File: config.mk
export PLATFORM = sky130hd
export DESIGN_NAME = pattern_event_arbiter
export DESIGN_NICKNAME = d
export VERILOG_FILES = /design/src/rtl/pattern_event_arbiter.sv
export SDC_FILE = /design/constraint.sdc
export NUM_CORES = 1
export LEC_CHECK = 0
export ABC_AREA = 0
export ABC_CLOCK_PERIOD_IN_PS = 5500
export CORE_MARGIN = 2
export CORE_UTILIZATION = 55
export CTS_BUF_LIST = sky130_fd_sc_hd__clkbuf_16
export DETAILED_ROUTE_END_ITERATION = 10
export PLACE_DENSITY = 0.89
export SLEW_MARGIN = 10
export SYNTH_ARGS = -nofsm -noshare
export SYNTH_HDL_FRONTEND = slang
export SYNTH_SLANG_ARGS = --single-unit
File: constraint.sdc
create_clock -name clk -period 5.5 [get_ports clk]
set_input_delay 0.55 -clock clk [delete_from_list [all_inputs] [get_ports clk]]
set_output_delay 0.55 -clock clk [all_outputs]
set_load 0.05 [all_outputs]
File: src/rtl/pattern_event_arbiter.sv
// pattern_event_arbiter
//   Shares one downstream event consumer between NCH pattern detectors.
//   A raised found level is granted round-robin and offered downstream with
//   a valid/ready handshake. A 4-phase ack then runs back to the granted
//   detector. The block also keeps a saturating event count, a sticky
//   overflow flag and a sticky timeout for detectors that never drop found.
//
// Ports
//   clk          clock, all logic on the rising edge
//   reset_sync   synchronous active-high reset
//   found_in     per-channel found level from the detectors
//   det_ack      per-channel acknowledge, at most one bit set
//   evt_valid    event offered downstream
//   evt_ch       index of the offered channel
//   evt_ready    downstream accepts the event
//   evt_count    accepted events, saturating
//   overflow     sticky: a transfer happened while evt_count was at max
//   ack_timeout  sticky: a channel held found past ACK_TO ack cycles
//   busy         arbiter is not idle
module pattern_event_arbiter #(
  parameter  int NCH    = 4,
  parameter  int CNT_W  = 8,
  parameter  int ACK_TO = 16,
  localparam int CH_W   = (NCH > 1) ? $clog2(NCH) : 1,
  localparam int TMR_W  = $clog2(ACK_TO + 1)
) (
  input  logic             clk,
  input  logic             reset_sync,
  input  logic [NCH-1:0]   found_in,
  output logic [NCH-1:0]   det_ack,
  output logic             evt_valid,
  output logic [CH_W-1:0]  evt_ch,
  input  logic             evt_ready,
  output logic [CNT_W-1:0] evt_count,
  output logic             overflow,
  output logic             ack_timeout,
  output logic             busy
);

  typedef enum logic [1:0] {S_IDLE, S_OFFER, S_ACK} state_t;

  state_t             state_q,    state_d;
  logic [CH_W-1:0]    grant_q,    grant_d;
  logic [CH_W-1:0]    rr_q,       rr_d;
  logic [NCH-1:0]     wait_low_q, wait_low_d;
  logic [TMR_W-1:0]   timer_q,    timer_d;
  logic [CNT_W-1:0]   count_q,    count_d;
  logic               ovf_q,      ovf_d;
  logic               to_q,       to_d;

  logic [NCH-1:0]     req;
  logic               any_req;
  logic [CH_W-1:0]    pick;
  logic [CH_W-1:0]    rr_after;

  // A channel that timed out stays masked until it has dropped found once.
  assign req = found_in & ~wait_low_q;

  // Round-robin pick: scan offsets from the highest down so the smallest
  // offset from rr_q is the one left standing.
  always_comb begin
    int              idx;
    logic [CH_W-1:0] sel;
    any_req = 1'b0;
    pick    = '0;
    idx     = 0;
    sel     = '0;
    for (int k = NCH - 1; k >= 0; k--) begin
      idx = int'(rr_q) + k;
      if (idx >= NCH) idx = idx - NCH;
      sel = idx[CH_W-1:0];
      if (req[sel]) begin
        any_req = 1'b1;
        pick    = sel;
      end
    end
  end

  assign rr_after = (grant_q == CH_W'(NCH - 1)) ? '0 : grant_q + 1'b1;

  always_comb begin
    state_d    = state_q;
    grant_d    = grant_q;
    rr_d       = rr_q;
    timer_d    = timer_q;
    count_d    = count_q;
    ovf_d      = ovf_q;
    to_d       = to_q;
    wait_low_d = wait_low_q & found_in;
    case (state_q)
      S_IDLE: begin
        if (any_req) begin
          grant_d = pick;
          state_d = S_OFFER;
        end
      end
      S_OFFER: begin
        // The offer is held regardless of found_in until downstream takes it.
        if (evt_ready) begin
          state_d = S_ACK;
          timer_d = '0;
          if (count_q == {CNT_W{1'b1}}) ovf_d = 1'b1;
          else                          count_d = count_q + 1'b1;
        end
      end
      S_ACK: begin
        if (!found_in[grant_q]) begin
          state_d = S_IDLE;
          rr_d    = rr_after;
        end else if (timer_q == TMR_W'(ACK_TO - 1)) begin
          state_d             = S_IDLE;
          rr_d                = rr_after;
          to_d                = 1'b1;
          wait_low_d[grant_q] = 1'b1;
        end else begin
          timer_d = timer_q + 1'b1;
        end
      end
      default: state_d = S_IDLE;
    endcase
  end

  always_ff @(posedge clk) begin
    if (reset_sync) begin
      state_q    <= S_IDLE;
      grant_q    <= '0;
      rr_q       <= '0;
      wait_low_q <= '0;
      timer_q    <= '0;
      count_q    <= '0;
      ovf_q      <= 1'b0;
      to_q       <= 1'b0;
    end else begin
      state_q    <= state_d;
      grant_q    <= grant_d;
      rr_q       <= rr_d;
      wait_low_q <= wait_low_d;
      timer_q    <= timer_d;
      count_q    <= count_d;
      ovf_q      <= ovf_d;
      to_q       <= to_d;
    end
  end

  assign evt_valid   = (state_q == S_OFFER);
  assign evt_ch      = evt_valid ? grant_q : '0;
  assign busy        = (state_q != S_IDLE);
  assign evt_count   = count_q;
  assign overflow    = ovf_q;
  assign ack_timeout = to_q;

  for (genvar gi = 0; gi < NCH; gi++) begin : g_ack
    assign det_ack[gi] = (state_q == S_ACK) && (grant_q == CH_W'(gi));
  end

endmodule

==> summary.md, run 1 <==
* 0.80 ns — delay of the slowest critical-path stage
* buffers and inverters — CP top delay family
* 0.5679 — initial core utilization
* 0.5012 — final critical-path share of the clock period
* 0.0002189 V — IR Drop Worst-Case VDD
* 2 — number of buffers and inverters on the critical path
* 171 — number of nets produced by synthesis
* 0.2497 — Tot GR Track Use
* 8.798 um^2 — Avg Cell Area, Syn
* 7 — biggest fanout along the worst timing path
* dfxtp_1 — most frequently used flop master after synthesis
* 24 — # port buffers
* 0.387 — power share of the clock group
* 3.49 ns — setup slack of the most critical reg-to-reg path
* 0 — max-capacitance violation count
* 0.7094 — final standard cell utilization of the core
* 25 — number of synthesized register bits
* 0 — Post-synth EDFFs
* 0.3623 — portion of the post-synthesis area used by sequential elements
* clkbuf_16 — clock tree root driver cell
* 1 — H-Tree Depth
* 54.12 um — die width
* 0 — share of synthesized flip-flops with an asynchronous set or reset
* output port — Critical Path End Type
* 0.2552 — fraction of power spent switching nets
* finished, final reports clean — run status
* 2 — Longest Clk Path Bufs
* 0.8666 ns — slew at the pin closest to its max-slew limit
* 24.91% — area added between synthesis and finish
* 25 — maximum number of pins on one net before global-route repair
* 45 — number of distinct library cell variants in the gate-level netlist after synthesis
* 2.21 ns — crit path DAT
* 0.001381 mm^2 — netlist area before placement
* 4.95 ns — Crit path required time
* 0 — Syn. warnings
* 2.743 ns — post-route worst setup slack
* 6.108 — via-per-instance ratio
* 1,177 — number of global-route vias before repair
* 0.6463 nW — static leakage
* 104.2 uW — reported net switching power
* 0 — number of post-CTS setup repair buffers
* 0.4205 — worst-case headroom to the max-slew limit
* 3.321 mm — overall routed net length
* 362.8 MHz — fmax
* 25 — CTS sink cnt
* 197 — count of nets after finishing
* met4 — highest signal layer in the routed design
* 0 — Post-CTS Resized
* 3.047 ns — Place WS
* 0.004534 ns — final setup skew
* 2.370 mm — post-detailed-placement half-perimeter wirelength
* 0.06 ns — Clk pin slew, worst setup/hold paths
* 1.391 mm — length of routed wiring on met1
* 0.06593 — fraction of layout instances using a drive strength above 1
* 0.147 — Logic pwr share
* 26 — Iteration-0 DRC Markers
* 0 — overall overflow remaining after global route
* 0.002928 mm^2 — die area
* yes — TritonCTS clock tree
* 0 — number of failing setup endpoints in the final timing report
* 15.67 um — average wire per standard cell
* 0.466 — share of power burned in registers
* 25 — Ports
* 0 — number of design rule violations left after detail routing
* 0 — number of diodes
* 0 — initial antenna violation count
* 1.638 mm — Routed met2 length
* 0.002432 mm^2 — area of the core
* false — unrepaired setup endpoints after global routing
* 0.26 ns — latest clock arrival within the worst-skew pair
* 0 — hold bufs inserted after CTS
* 223 um — Detail Route met3 WL
* 4 — drt first pass iters
* 54.12 um — height of the die
* 2.757 ns — final worst path period need
* 18 — Row Count
* 0 — fin. max-slew vios
* 5.154 mm — global-route wire length before repair
* 1,295 — detailed-route via count
* 0.8853 — final weighted congestion in routability-driven placement
* 0 — antenna-violating nets left
* register — critical path launch point type
* register to register — class of the most critical hold timing path
* 304.2 uW — internal power
* 157 — Mapped Cells
* nor2b_1 -> nand2_1 -> inv_1 -> clkdlybuf4s50_1 — worst path cell trace
* 3 — total CTS buffers
* 0 ns — setup TNS
* clkdlybuf4s50_1 — slowest stage cell on the critical path
* 236.7 mW/mm^2 — power density over the cells
* 0 — hold violation count in the final report
* register to output port — Crit Path Category
[routing by layer]
metal	GRT usage	vias to the layer above
li1	-	625
met1	0.2869	607
met2	0.4329	53
met3	0.04444	10
met4	0.1417	0
met5	0	-
[final timing paths]
check                           from                      end  cells after the start
min reg2reg  timer_q[4]$_SDFFE_PP0P_  timer_q[4]$_SDFFE_PP0P_                      2
min          timer_q[4]$_SDFFE_PP0P_  timer_q[4]$_SDFFE_PP0P_                      2
max reg2reg  timer_q[0]$_SDFFE_PP0P_  timer_q[3]$_SDFFE_PP0P_                      7
max          state_q[1]$_SDFFE_PP0P_               det_ack[2]                      4
[registers in the layout, summed over array words and instances, names as in the netlist]
register and count:
ack_timeout 1, evt_count 8, grant_q 2, overflow 1, rr_q 2, state_q 2
timer_q 5, wait_low_q 4
[metrics by stage]
| step | hold slack, ns | total power, mW | std cells | instance area (um^2) |
|---|---|---|---|---|
| floorplan | 0.4479 | 0.2334 | 157 | 1381 |
| global placement | 0.4508 | 0.2512 | 208 | 1647 |
| detailed placement | 0.4594 | 0.2526 | 208 | 1647 |
| CTS | 0.4677 | 0.4120 | 212 | 1725 |
| global route | 0.5117 | 0.4239 | 212 | 1725 |
| finish | 0.4659 | 0.4084 | 212 | 1725 |
[layout make-up]
class / instances / area (um^2)
clock buffers: 3 / 75.07
clock inverters: 1 / 3.754
fillers: 206 / 706.9
inverters: 11 / 41.29
multi-input cells: 118 / 827.0
flip-flops and latches: 25 / 500.5
well taps: 30 / 37.54
repair buffers: 24 / 240.2
[synthesized netlist by cell type, drive strengths merged (2+ instances only)]
cell	n	share of area
mux2	2	0.019
o21ai	6	0.022
nor2b	8	0.036
ha	7	0.063
nand4	3	0.018
mux2i	4	0.029
clkbuf	2	0.0054
dfxtp	25	0.36
o41ai	3	0.019
nand2b	4	0.018
nand2	15	0.041
a21oi	11	0.040
inv	11	0.030
and3	4	0.018
nor2	9	0.026
o311ai	2	0.013
and2	3	0.014
a21boi	4	0.022
or3	5	0.023
nand3	7	0.025
o22ai	4	0.018
[cells in the final DEF (no fill, tap or decap), drive strengths merged, types with 2 or more instances in the layout]
cell type and n:
a21boi 4, a21oi 11, and2 3, and3 4, clkbuf 3, clkdlybuf4s50 24
dfxtp 25, ha 7, inv 12, mux2 2, mux2i 4, nand2 15
nand2b 4, nand3 7, nand4 3, nor2 9, nor2b 8, o21ai 6
o22ai 4, o311ai 2, o41ai 3, or3 5
[cell families after synthesis]
logic type | after synthesis | share of synthesized area
and+or+nand+nor | 63 | 0.2527
AOI/OAI and AO/OA | 41 | 0.2283
DFF | 25 | 0.3623
buffers and inverters | 14 | 0.03895
adders and majority gates | 7 | 0.06340
muxes | 6 | 0.04800
xor gates and xnor gates | 1 | 0.006342
[worst min-delay path, stage by stage (launching register included)]
cell,delay (ns)
dfxtp_1,0.31
nand3_1,0.06
a21oi_1,0.06
[power by group through the flow]
| stage | clock (mW) | combinational, mW | sequential [mW] |
|---|---|---|---|
| final | 0.158 | 0.0599 | 0.190 |
| after global routing | 0.169 | 0.0638 | 0.191 |
| after CTS | 0.163 | 0.0591 | 0.190 |
| after detailed placement | 0 | 0.0584 | 0.194 |
| after global placement | 0 | 0.0573 | 0.194 |
| after floorplan | 0 | 0.0371 | 0.196 |
(Power assumes the default switching activity.)
==> run 2: changes to the inputs <==
--- a/config.mk
+++ b/config.mk
@@ -6,12 +6,12 @@
 export NUM_CORES = 1
 export LEC_CHECK = 0
 export ABC_AREA = 0
-export ABC_CLOCK_PERIOD_IN_PS = 5500
+export ABC_CLOCK_PERIOD_IN_PS = 2240
 export CORE_MARGIN = 2
-export CORE_UTILIZATION = 55
+export CORE_UTILIZATION = 46
 export CTS_BUF_LIST = sky130_fd_sc_hd__clkbuf_16
 export DETAILED_ROUTE_END_ITERATION = 10
-export PLACE_DENSITY = 0.89
+export PLACE_DENSITY = 0.8
 export SLEW_MARGIN = 10
 export SYNTH_ARGS = -nofsm -noshare
 export SYNTH_HDL_FRONTEND = slang
==> constraint.sdc (replaced) <==
create_clock -name clk -period 2.24 [get_ports clk]
set_input_delay 0.224 -clock clk [delete_from_list [all_inputs] [get_ports clk]]
set_output_delay 0.224 -clock clk [all_outputs]
set_load 0.05 [all_outputs]
==> summary.md, run 2 (same netlist as run 1, synthesis figures left out) <==
* finished with violations — run status, was finished, final reports clean
* DRC — violated checks
* 2.123 ns — final worst path period need
* 58.80 um — height of the die, was 54.12 um
* 0.5118 ns — slew at the pin closest to its max-slew limit, was 0.8666 ns
* 1 — H-Tree Depth, unchanged
* 2 — number of design rule violations left after detail routing, was 0
* register to register — class of the most critical hold timing path, unchanged
* 1.001 mW — total power consumption of the routed design, was 408.4 uW
* 5.916 — via-per-instance ratio, was 6.108
* 3 — total CTS buffers, unchanged
* 19 — Row Count, was 18
* output port — Critical Path End Type, unchanged
* ack_timeout$_SDFFE_PP0P_ — hold wc startpoint, was timer_q[4]$_SDFFE_PP0P_
* 471.1 MHz — fmax
* register to output port — Crit Path Category, unchanged
* 0.6582 — worst-case headroom to the max-slew limit, was 0.4205
* 47 — Iteration-0 DRC Markers, was 26
* 0.001896 ns — final setup skew, was 0.004534 ns
* 2 — Longest Clk Path Bufs, unchanged
* 3.229 mm — overall routed net length, was 3.321 mm
* 0 — antenna-violating nets left, unchanged
* 185 um — Detail Route met3 WL, was 223 um
* 25 — Ports, unchanged
* 18 — maximum number of pins on one net before global-route repair, was 25
* 0 — hold violation count in the final report, unchanged
* 2.436 mm — post-detailed-placement half-perimeter wirelength, was 2.370 mm
* 25 — CTS sink cnt, unchanged
* register — critical path launch point type, unchanged
* 7 — drt first pass iters, was 4
* timer_q[0]$_SDFFE_PP0P_ — critical register-to-register path startpoint, unchanged
* 0.2059 — Tot GR Track Use, was 0.2497
* 0 — initial antenna violation count, unchanged
* 0.9476 — final critical-path share of the clock period
* 25.54% — area added between synthesis and finish, was 24.91%
* 0.26 ns — latest clock arrival within the worst-skew pair, about the same
* dfxtp_1, clkdlybuf4s50_1, nand2_1, inv_1, a21oi_1 — commonest cells after routing, fill and taps aside, unchanged
* nor2b_1 -> and2_1 -> clkdlybuf4s50_1 — worst path cell trace, was nor2b_1 -> nand2_1 -> inv_1 -> clkdlybuf4s50_1
* 0 — number of post-CTS setup repair buffers, unchanged
* 0 — number of failing setup endpoints in the final timing report, unchanged
* 58.80 um — die width, was 54.12 um
* 0 — number of diodes, unchanged
* 15.02 um — average wire per standard cell, was 15.67 um
* 0.002805 mm^2 — area of the core, was 0.002432 mm^2
* 8 — biggest fanout along the worst timing path, was 7
* dfxtp_1 — commonest non-fill, non-tap cell in the layout, unchanged
* 1,168 — number of global-route vias before repair, was 1,177
* 0 — overall overflow remaining after global route, unchanged
* 0.09783 — fraction of layout instances using a drive strength above 1, was 0.06593
* 0.003457 mm^2 — die area, was 0.002928 mm^2
* 1,272 — detailed-route via count, was 1,295
* 0.4924 — initial core utilization, was 0.5679
* 0.8765 — final weighted congestion in routability-driven placement, was 0.8853
* 199 — count of nets after finishing, was 197
* 0 ns — setup TNS, unchanged
* yes — TritonCTS clock tree, unchanged
* 8 — number of flip-flops under the largest register name, unchanged
* 2.02 ns — Crit path required time, was 4.95 ns
* false — unrepaired setup endpoints after global routing, unchanged
* clkbuf_16 — clock tree root driver cell, unchanged
* 577.1 mW/mm^2 — power density over the cells, was 236.7 mW/mm^2
* 0 — max-capacitance violation count, unchanged
* 0.06 ns — Clk pin slew, worst setup/hold paths, about the same
* 1.537 mm — Routed met2 length, was 1.638 mm
* 24 — # port buffers, unchanged
* 0.79 ns — delay of the slowest critical-path stage, was 0.80 ns
* 1.90 ns — crit path DAT, was 2.21 ns
* state_q[0]$_SDFFE_PP0P_ — worst setup path start, was state_q[1]$_SDFFE_PP0P_
* 0 — fin. max-slew vios, unchanged
* 1.398 mm — length of routed wiring on met1, was 1.391 mm
* clkdlybuf4s50_1 — slowest stage cell on the critical path, unchanged
* 0.6830 nW — static leakage, was 0.6463 nW
* met4 — highest signal layer in the routed design, unchanged
* 5.354 mm — global-route wire length before repair, was 5.154 mm
* 0.0003010 V — IR Drop Worst-Case VDD, was 0.0002189 V
[run 2: worst max-delay path: cells and delay by family, from the launching register on]
family                 cells  cell delay [ns]
buffers and inverters      1             0.79
AND/OR/NAND/NOR            2             0.43
flip-flops                 1             0.42
[run 2: final timing paths]
kind | endpoint | slack (ns) | cells after the start
worst max-delay path | evt_ch[0] | 0.12 | 3
worst min-delay path | ack_timeout$_SDFFE_PP0P_ | 0.46 | 1
worst max register to register | timer_q[2]$_SDFFE_PP0P_ | 0.23 | 7
worst min register to register | ack_timeout$_SDFFE_PP0P_ | 0.46 | 1
[run 2: cell type report]
cell class | instances | area, um^2
Inverter | 11 | 41.29
Clock buffer | 3 | 75.07
Fill cell | 253 | 1071
Timing Repair Buffer | 26 | 247.7
Clock inverter | 1 | 3.754
Multi-Input combinational cell | 118 | 827.0
Tap cell | 31 | 38.79
Sequential cell | 25 | 500.5
[run 2: power by group]
part           switching (mW)  internal, mW  total, mW
sequential             0.0142         0.453      0.468
combinational          0.0925        0.0558      0.148
clock                   0.146         0.238      0.385
total                   0.253         0.748       1.00
[run 2: stage by stage]
step | worst slack [ns] | util | cell area, um^2 | hold WS, ns | instances
finish | 0.1174 | 0.6182 | 1734 | 0.4646 | 215
floorplan | 0.2752 | - | 1381 | 0.3155 | 157
global route | 0.005821 | 0.6182 | 1734 | 0.5005 | 215
CTS | 0.06920 | 0.6173 | 1732 | 0.4668 | 215
detailed placement | 0.2491 | 0.5892 | 1653 | 0.4525 | 211
global placement | 0.3463 | 0.5892 | 1653 | 0.4490 | 211
[run 2: what timing repair did]
| item | in CTS | in global routing |
|---|---|---|
| gates resized for setup | 0 | 1 |
| hold buffers | 0 | 0 |
| hold endpoints to repair | 0 | 0 |
| setup endpoints to repair | 0 | 1 |
[run 2: layer usage]
metal | GRT usage | vias up
met4 | 0.1071 | 0
li1 | - | 626
met2 | 0.3524 | 50
met5 | 0 | -
met3 | 0.04835 | 10
met1 | 0.2371 | 586
